**src/rtl/pong_pkg.sv**
```systemverilog
// Shared types and default constants for the BASPONG match logic.
package pong_pkg;

  typedef enum logic [2:0] {
    IDLE  = 3'd0,
    SERVE = 3'd1,
    PLAY  = 3'd2,
    POINT = 3'd3,
    OVER  = 3'd4
  } match_state_t;

  typedef enum logic [1:0] {
    WIN_NONE = 2'b00,
    WIN_P1   = 2'b01,
    WIN_P2   = 2'b10
  } winner_t;

  localparam int unsigned DEF_WIN_SCORE     = 9;
  localparam int unsigned DEF_POINT_DELAY   = 50_000_000;
  localparam int unsigned DEF_SERVE_TIMEOUT = 150_000_000;
  localparam int unsigned DEF_CNT_W         = 28;

endpackage

```
**src/rtl/rise_det.sv**
```systemverilog
// Single-cycle rising-edge pulse from a level that is already clk-synchronous.
module rise_det (
  input  logic clk,
  input  logic reset,
  input  logic level,
  output logic rise
);

  logic prev;

  // History flop holding the level seen on the previous edge.
  always_ff @(posedge clk) begin
    if (reset) prev <= 1'b0;
    else       prev <= level;
  end

  assign rise = level & ~prev;

endmodule

```
**src/rtl/match_ctrl.sv**
```systemverilog
// Match sequencer: converts level score flags into one point per rally,
// gates ball motion and tracks serve direction, scores and the winner.
module match_ctrl
  import pong_pkg::*;
#(
  parameter int unsigned WIN_SCORE     = DEF_WIN_SCORE,
  parameter int unsigned POINT_DELAY   = DEF_POINT_DELAY,
  parameter int unsigned SERVE_TIMEOUT = DEF_SERVE_TIMEOUT,
  parameter int unsigned CNT_W         = DEF_CNT_W
) (
  input  logic       clk,
  input  logic       reset,
  input  logic       start,
  input  logic       start_ball,
  input  logic       score_checker1,
  input  logic       score_checker2,
  output logic [3:0] player1_score,
  output logic [3:0] player2_score,
  output logic       ball_enable,
  output logic       ball_recenter,
  output logic       serve_dir,
  output logic       game_over,
  output logic [1:0] winner,
  output logic [2:0] state_o
);

  match_state_t     state, state_n;
  winner_t          win_q, win_n;
  logic [CNT_W-1:0] cnt, cnt_n;
  logic [3:0]       p1, p1_n, p2, p2_n;
  logic             dir, dir_n;
  logic             start_rise, ball_rise, s1_rise, s2_rise;

  rise_det u_start (.clk(clk), .reset(reset), .level(start),          .rise(start_rise));
  rise_det u_ball  (.clk(clk), .reset(reset), .level(start_ball),     .rise(ball_rise));
  rise_det u_s1    (.clk(clk), .reset(reset), .level(score_checker1), .rise(s1_rise));
  rise_det u_s2    (.clk(clk), .reset(reset), .level(score_checker2), .rise(s2_rise));

  // State, counter, score and decoded-output registers.
  always_ff @(posedge clk) begin
    if (reset) begin
      state         <= IDLE;
      cnt           <= '0;
      p1            <= '0;
      p2            <= '0;
      dir           <= 1'b0;
      win_q         <= WIN_NONE;
      ball_enable   <= 1'b0;
      ball_recenter <= 1'b1;
      game_over     <= 1'b0;
    end else begin
      state         <= state_n;
      cnt           <= cnt_n;
      p1            <= p1_n;
      p2            <= p2_n;
      dir           <= dir_n;
      win_q         <= win_n;
      ball_enable   <= (state_n == PLAY);
      ball_recenter <= (state_n == IDLE) || (state_n == SERVE) || (state_n == POINT);
      game_over     <= (state_n == OVER);
    end
  end

  // Next-state, counter and score logic.
  always_comb begin
    state_n = state;
    cnt_n   = cnt;
    p1_n    = p1;
    p2_n    = p2;
    dir_n   = dir;
    win_n   = win_q;
    // A start rise begins a fresh match from every state, so it is handled
    // once ahead of the per-state decode and overrides any score rise.
    if (start_rise) begin
      state_n = SERVE;
      cnt_n   = '0;
      p1_n    = '0;
      p2_n    = '0;
      dir_n   = 1'b0;
      win_n   = WIN_NONE;
    end else begin
      unique case (state)
        IDLE: ;
        SERVE: begin
          if (ball_rise || cnt == CNT_W'(SERVE_TIMEOUT - 1)) begin
            state_n = PLAY;
            cnt_n   = '0;
          end else begin
            cnt_n = cnt + CNT_W'(1);
          end
        end
        PLAY: begin
          if (s1_rise || s2_rise) begin
            state_n = POINT;
            cnt_n   = '0;
            if (s1_rise && !s2_rise) begin
              if (p1 < 4'(WIN_SCORE)) p1_n = p1 + 4'd1;
              dir_n = 1'b1;
            end else if (s2_rise && !s1_rise) begin
              if (p2 < 4'(WIN_SCORE)) p2_n = p2 + 4'd1;
              dir_n = 1'b0;
            end
          end
        end
        POINT: begin
          if (cnt == CNT_W'(POINT_DELAY - 1)) begin
            cnt_n = '0;
            if (p1 == 4'(WIN_SCORE)) begin
              state_n = OVER;
              win_n   = WIN_P1;
            end else if (p2 == 4'(WIN_SCORE)) begin
              state_n = OVER;
              win_n   = WIN_P2;
            end else begin
              state_n = SERVE;
            end
          end else begin
            cnt_n = cnt + CNT_W'(1);
          end
        end
        OVER: ;
        default: begin
          state_n = IDLE;
          cnt_n   = '0;
        end
      endcase
    end
  end

  assign player1_score = p1;
  assign player2_score = p2;
  assign serve_dir     = dir;
  assign winner        = win_q;
  assign state_o       = state;

endmodule

```
**config.mk**
```make
export PLATFORM = sky130hd
export DESIGN_NAME = match_ctrl
export DESIGN_NICKNAME = d
export VERILOG_FILES = /design/src/rtl/pong_pkg.sv /design/src/rtl/rise_det.sv /design/src/rtl/match_ctrl.sv
export SDC_FILE = /design/constraint.sdc
export NUM_CORES = 1
export LEC_CHECK = 0
export ABC_AREA = 1
export BUFFER_PORTS_ARGS = -buffer_cell sky130_fd_sc_hd__clkbuf_2
export CORE_UTILIZATION = 48
export CTS_BUF_LIST = sky130_fd_sc_hd__clkbuf_8
export DETAILED_ROUTE_END_ITERATION = 12
export PLACE_DENSITY = 0.7
export SKIP_CTS_REPAIR_TIMING = 1
export SYNTH_ARGS = -nofsm -noshare
export SYNTH_HDL_FRONTEND = slang
export SYNTH_SLANG_ARGS = --single-unit
```
**constraint.sdc**
```tcl
create_clock -name clk -period 1.91 [get_ports clk]
set_clock_uncertainty 0.05 [all_clocks]
set_input_delay 0.573 -clock clk [delete_from_list [all_inputs] [get_ports clk]]
set_output_delay 0.573 -clock clk [all_outputs]
set_load 0.02 [all_outputs]
```
# After elaboration in Yosys (flattened, before gate mapping)
# Cells that the tools add are included.
[word_totals] word_cells=75 reg_bits=49
[classes] eq_ne=13 bitwise_logic=10 reduce_logical=19 addsub=3 muxes=15 magnitude_cmp=2
[op_table] operator="$pmux W28 S4" n=1
[op_table] operator="$mux W28" n=3
[op_table] operator="$add A28 B1 Y28 const B" n=1
[op_table] operator="$eq A28 B26 Y1 const B" n=1
[op_table] operator="$eq A28 B28 Y1 const B" n=1
[op_table] operator="$mux W3" n=6
[op_table] operator="$eq A3 B2 Y1 const B" n=4
[op_table] operator="$pmux W3 S4" n=1
[op_table] operator="$add A4 B1 Y4 const B" n=2
[op_table] operator="$eq A4 B4 Y1 const B" n=2
[op_table] operator="$lt A4 B4 Y1 const B" n=2
[op_table] operator="$eq A3 B1 Y1 const B" n=2
[op_table] operator="$eq A3 B3 Y1 const B" n=2
[op_table] operator="$logic_not A3 Y1" n=2
[op_table] operator="$not A1 Y1" n=6
[op_table] operator="$reduce_and A3 Y1" n=2
[op_table] operator="$reduce_and A5 Y1" n=1
[op_table] operator="$and A1 B1 Y1" n=4
[op_table] operator="$logic_or A1 B1 Y1" n=4
[op_table] operator="$mux W2" n=2
[op_table] operator="$reduce_and A4 Y1" n=1
[op_table] operator="$reduce_bool A2 Y1" n=2
[op_table] operator="$reduce_or A2 Y1" n=2
[op_table] operator="$logic_and A1 B1 Y1" n=2
[op_table] operator="4 further kinds" n=6

# Logic depth before layout (Yosys ltp)
# Gate-level depths: netlist (run 1).
[depth] ltp_word=9 mapped_depth=13 mapped_depth_nobuf=13

# Hierarchy
# Synthesis (run 1) repeated with hierarchy kept, for this count alone.
[hier_totals] hier_cells=416 hier_area_um2=2854.0
[by_module_without_submodules] module="match_ctrl" seq_area_each_um2=900.9 area_each_um2=2728.9 instances=1 cells_each=400
[by_module_without_submodules] module="rise_det" seq_area_each_um2=20.0 area_each_um2=31.3 instances=4 cells_each=4

# Least setup slack after synthesis (run 1)
# OpenSTA, ideal clock, no wires.
[synth_timing] kind="input to register" from="in score_checker2" to="reg cnt[24]" setup_ns=0.112 path_buffers=0 path_stages=11 slack_ns=-0.081 arrival_ns=1.829 required_ns=1.748 path_cell_list="inv_1 -> or2_2 -> ha_1 -> nand2_2 -> nand2_4 -> inv_2 -> nand2_1 -> nor3_1 -> nand3_1 -> nand2_1 -> nor2_1"
[synth_between] elab_chain_len=4
[synth_rtl] element="from (decl)" line="match_ctrl.sv:16" source="input logic score_checker2,"
[synth_rtl] element="$and A1 B1 Y1" line="rise_det.sv:17" source="assign rise = level & ~prev;"
[synth_rtl] element="$logic_or A1 B1 Y1" line="match_ctrl.sv:93" source="if (s1_rise || s2_rise) begin"
[synth_rtl] element="$ne A2 B2 Y1 (no line)"
[synth_rtl] element="$reduce_and A2 Y1 (no line)"
[synth_rtl] element="to (signal assigned)" line="match_ctrl.sv:53" source="cnt <= cnt_n;"
[synth_rtl] element="to (decl)" line="match_ctrl.sv:29" source="logic [CNT_W-1:0] cnt, cnt_n;"
# Every way passes these cells.
# A chain may end at the register's enable or synchronous reset.

# Worst setup path in the final report (run 1)
[layout_timing] from="reg cnt[1]" to="reg cnt[13]"
[layout_between] elab_chain_len=4
[layout_rtl] element="parallel branches: the longest is 3 deep, another holds $add A28 B1 Y28"
[layout_rtl] element="$pmux W28 S4 (*)" line="match_ctrl.sv:82" source="unique case (state)"
# Every way passes the cells marked *.

==> impl_metrics.ini, run 1 <==
[clock_tree]
clock_latency_ps = 300
root_buffer = clkbuf_8
cts.sink_count = 49
htree_levels = 2
clk_path_buf_depth = 2
clkSlewWorstSetupHoldPaths_ps = 90
cts_tree = built
cts_buffers = 5

[sta]
max_freq_mhz = 564
min_period_ps = 1770
tns_ps = 0
setup_viol = 0
hold_viol = 0
drv_slew = 0
worstMarginPinSlew_ps = 458
fin_ws_ps = 138
finalCritPeriodShare_pct = 92.8
timing.hold.ws_ps = 407
rsz0062_at_grt = false
max_slew_margin_pct = 69.2

[worst_setup_path]
worstPathCellList = ha_2, nand2_2, nor2_1, nand3_1, nor2_2, nand2_1, nand3_2, nand3_4, buf_4, nand3_1, nor2_1
critPathKind = reg -> reg
arrival_ps = 1930
critPathRequiredTime_ps = 2070
critPathMaxFanout = 4
rrSetupSlack_ps = 140
cpMaxStageDelayCell = dfxtp_1
slowest_delay_ps = 340
start_kind = register
worstSetupEndpointType = register

[routing]
via_per_inst = 4.93
finalWirelength_um = 6560
drt_first_iter_violations = 136
ant_nets = 0
via_count = 2715
drc = 0
first_pass_iters = 5
wl_per_cell_um = 11.9

[global_route]
grt_start_max_net_pins = 19
grtUsageTotal_pct = 23.1
grt_pass1_vias = 2571
grt_remaining_overflow = 0
antenna_found_initial = 0
grt_pass1_wl_um = 11300

[logic_synthesis]
synth_seq_cells = 49
yosys-top-cells-area = dfxtp_1 (35%), nand2_1 (12%), nor2_1 (11%)
synthesis.area_um2 = 2810
yosysWarnings = 0
synthDominantCellAreaShare_pct = 35.0
syn-num-nets = 440
synth_top_area_cell = dfxtp_1
netlist-cell-type-count = 32
syn_area_per_cell_um2 = 6.62
yosysSeqAreaShare_pct = 35.0
syn_inst = 424

[floorplan]
coreArea_um2 = 5570
die_w_um = 78.5
die_h_um = 78.5
row_count = 27
fp.dieArea_um2 = 6160
ioPinCount = 23
start_util_pct = 50.3

[layout]
layout-drive-gt1-share_pct = 21.7
area_delta_synth_final_pct = 19.4
num_antenna_cells = 0
nets = 494
fillers = 525

[pwr]
power_leakage_nw = 1.37
p_total_mw = 1.84
ir_drop_mv = 0.454
powerDensity_nw_per_um2 = 548

[placement]
hpwl_um = 5230
portBuffers = 22
post-place-ws_ps = -202
routabilityCongestion = 0.908

[flow_run]
maxCapViolCount = 0

[hold_path]
hold_class = reg -> reg

[run_status]
status = finished clean
placed cells by master, fill, tap and decap left out, drive strengths merged, types with 2 or more instances in the layout:
cell type  count
a21oi         21
buf           28
clkbuf        27
clkinv         2
dfxtp         49
ha            10
inv           65
nand2         96
nand3         37
nand4          9
nor2          93
nor3          17
o21ai          7
or2            4
xor2           7
sequential cells by signal, indices dropped and copies added (netlist names), 2 cells and up:
register / count
player2_score: 4
player1_score: 4
winner: 2
cnt: 28
state_o: 3
stage by stage:
step / cells / cell area, um^2 / utilization [%]
5_1_grt: 551 / 3350 / 60.1
3_3_place_gp: 543 / 3230 / 57.9
2_1_floorplan: 424 / 2840 / -
3_5_place_dp: 543 / 3230 / 57.9
6_report: 551 / 3350 / 60.1
4_1_cts: 551 / 3320 / 59.5
metal layers:
metal / vias up / share of wire (%) / track usage, % / routed length (um)
li1: 1445 / - / - / -
met5: - / 0 / 0 / 0
met1: 1216 / 45 / 27.8 / 2960
met4: 0 / 1.8 / 6.85 / 118
met2: 44 / 49 / 42.3 / 3240
met3: 10 / 3.7 / 3.14 / 243
report_power, final:
group	switching, mW	leakage (nW)	internal (mW)	total [mW]
registers	0.00621	0.397	1.03	1.04
clock network	0.359	0.0445	0.260	0.619
logic	0.112	0.933	0.0686	0.181
final timing paths:
path / startpoint / end / cells after the start
worst max-delay path: cnt[1] / cnt[13] / 11
worst min-delay path: winner[1] / winner[1] / 2
worst max register to register: cnt[1] / cnt[13] / 11
worst min register to register: winner[1] / winner[1] / 2
worst max-delay path: cells and delay by family (launching register included):
| family | cells | cell delay [ps] |
|---|---|---|
| flip-flops | 1 | 340 |
| AND/OR/NAND/NOR | 9 | 910 |
| adder cells (fa/ha/maj) | 1 | 190 |
| buffers and inverters | 1 | 180 |
cells by family after synthesis:
group | count (synthesis) | synth area share (%)
xor gates and xnor gates | 8 | 2.50
buffers and inverters | 68 | 9.41
AOI/OAI and AO/OA | 31 | 5.93
DFF | 49 | 35.0
and+or+nand+nor | 258 | 42.8
adders and majority gates | 10 | 4.46
synth_stat cells:
master,n
ha_1,10
nor3_4,1
a311oi_1,1
nor4_1,1
or2_2,3
a21oi_1,21
and2_1,1
or2_1,1
nor3_2,3
o21ai_0,7
nand4_1,9
buf_6,1
buf_2,1
clkinv_1,1
xnor2_1,1
nand2_4,2
inv_2,5
nand2_2,7
a31o_2,1
nand3_4,1
clkbuf_1,1
nand3_2,2
nor2_2,9
xor2_1,7
nor2_1,81
nor2_4,3
nor3_1,13
inv_1,59
o32ai_1,1
nand2_1,87
dfxtp_1,49
nand3_1,34
final cells by class:
cell class              count  area (um^2)  share of cell area, %
clock buffers               5         68.8                   2.05
clock inverters             3         21.3                  0.635
inverters                  65          249                   7.43
multi-input cells         307         1620                   48.3
flip-flops and latches     49          982                   29.3
well taps                  72         90.1                   2.69
repair buffers             50          320                   9.56
(Power assumes the default switching activity.)
==> run 2: changes to the inputs <==
Settings changed: CORE_UTILIZATION 48 to 56, PLACE_DENSITY 0.7 to 0.79.
==> impl_metrics.ini, run 2 (synthesized netlist as in run 1, its figures left out) <==
[run_status]
status = finished clean

[worst_setup_path]
critPathLaunch = cnt[1]
reg2reg_to = cnt[13]
cp_top_family = simple AND/OR/NAND/NOR gates
cpMaxStageDelayCell = dfxtp_2
worstPathCellList = ha_2, nand2_2, nor2_1, nand3_1, nor2_2, nand2_1, nand3_2, nand3_4, buf_12, nand3_1, nor2_1
critPathRequiredTime_ps = 2060
r2r-start = cnt[1]
rrSetupSlack_ps = 110
arrival_ps = 1960
rr_worst_depth = 11
critPathKind = reg -> reg
slowest_delay_ps = 360
worstSetupEndpointType = register
path_buf_inv = 1
critPathMaxFanout = 7
start_kind = register

[clock_tree]
clk_path_buf_depth = 2
cts_tree = built
cts_buffers = 5
cts.sink_count = 49
clkSlewWorstSetupHoldPaths_ps = 90
clock_latency_ps = 310
root_buffer = clkbuf_8
htree_levels = 2

[routing]
via_per_inst = 5.01
drc = 0
ant_nets = 0
first_pass_iters = 4
via_count = 2703
finalWirelength_um = 6430
drt_first_iter_violations = 192
wl_per_cell_um = 11.9

[layout]
largest_reg_flops = 28
area_delta_synth_final_pct = 18.5
fillers = 420
final_core_util_pct = 69.5
num_antenna_cells = 0
top_register = cnt
layout_commonest_cell = nand2_1
final_cell_mix = nand2_1 (84), nor2_1 (78), inv_1 (59)
layout-drive-gt1-share_pct = 21.4
nets = 488

[sta]
min_period_ps = 1800
hold_viol = 0
max_freq_mhz = 554
tns_ps = 0
setup_viol = 0
worstMarginPinSlew_ps = 384
rsz0062_at_grt = false
finalCritPeriodShare_pct = 94.5
drv_slew = 0
max_slew_margin_pct = 74.2

[global_route]
grt_pass1_wl_um = 10800
grt_remaining_overflow = 0
grt_pass1_vias = 2548
grtUsageTotal_pct = 26.1
grt_start_max_net_pins = 19
antenna_found_initial = 0

[floorplan]
coreArea_um2 = 4790
row_count = 25
die_h_um = 72.8
fp.dieArea_um2 = 5300
start_util_pct = 58.6
die_w_um = 72.8
ioPinCount = 23

[placement]
hpwl_um = 5040
portBuffers = 22
routabilityCongestion = 0.890

[pwr]
ir_drop_mv = 0.430
power_leakage_nw = 1.34
p_total_mw = 1.95
powerDensity_nw_per_um2 = 586

[hold_path]
hold_end = winner[1]
hold_start = winner[1]
hold_class = reg -> reg
hold_depth = 2

[flow_run]
maxCapViolCount = 0
run 2: cell count changes in the layout (fill, tap and decap cells not counted), sizes merged:
cell	before	now
buf	28	22
bufinv	0	1
clkinvlp	1	0
inv	65	64
run 2: layout make-up:
type	count	area (um^2)	area share, %
repair buffers	44	288	8.66
multi-input cells	307	1620	48.7
flip-flops and latches	49	982	29.5
well taps	67	83.8	2.52
clock buffers	5	68.8	2.07
clock inverters	2	35.0	1.05
inverters	65	246	7.41
run 2: routing by layer:
metal	global-route usage, %	share of wire [%]	vias to the layer above
met1	29.8	44	1220
met2	48.4	52	48
met5	0	0	-
li1	-	-	1427
met3	4.42	2.9	8
met4	10.0	1.4	0
run 2: where the power goes:
part / internal [mW] / total [mW] / switching, mW
Sequential: 1.03 / 1.04 / 0.00680
Combinational: 0.0714 / 0.186 / 0.115
Clock: 0.381 / 0.724 / 0.343
run 2: worst max-delay path by stage:
| stage | depth (start not counted) | slack, ps | end |
|---|---|---|---|
| after floorplan | 8 | 50 | cnt[0] |
| after global placement | 13 | -130 | cnt[24] |
| after detailed placement | 14 | -200 | cnt[24] |
| after CTS | 10 | 50 | cnt[0] |
| after global routing | 8 | 3 | winner[1] |
| final | 11 | 110 | cnt[13] |
run 2: tightest hold or removal path, stage by stage, from the launching register on:
cell and delay [ps]:
dfxtp_1 320, inv_1 50, a21oi_1 50
run 2: per-stage QoR:
step	hold slack [ps]	cells	setup slack (ps)	area, um^2
4_1_cts	406	539	47.8	3290
2_1_floorplan	407	424	55.0	2840
3_3_place_gp	381	532	-125	3190
5_1_grt	423	539	2.60	3320
3_5_place_dp	389	532	-202	3190
6_report	400	539	105	3320
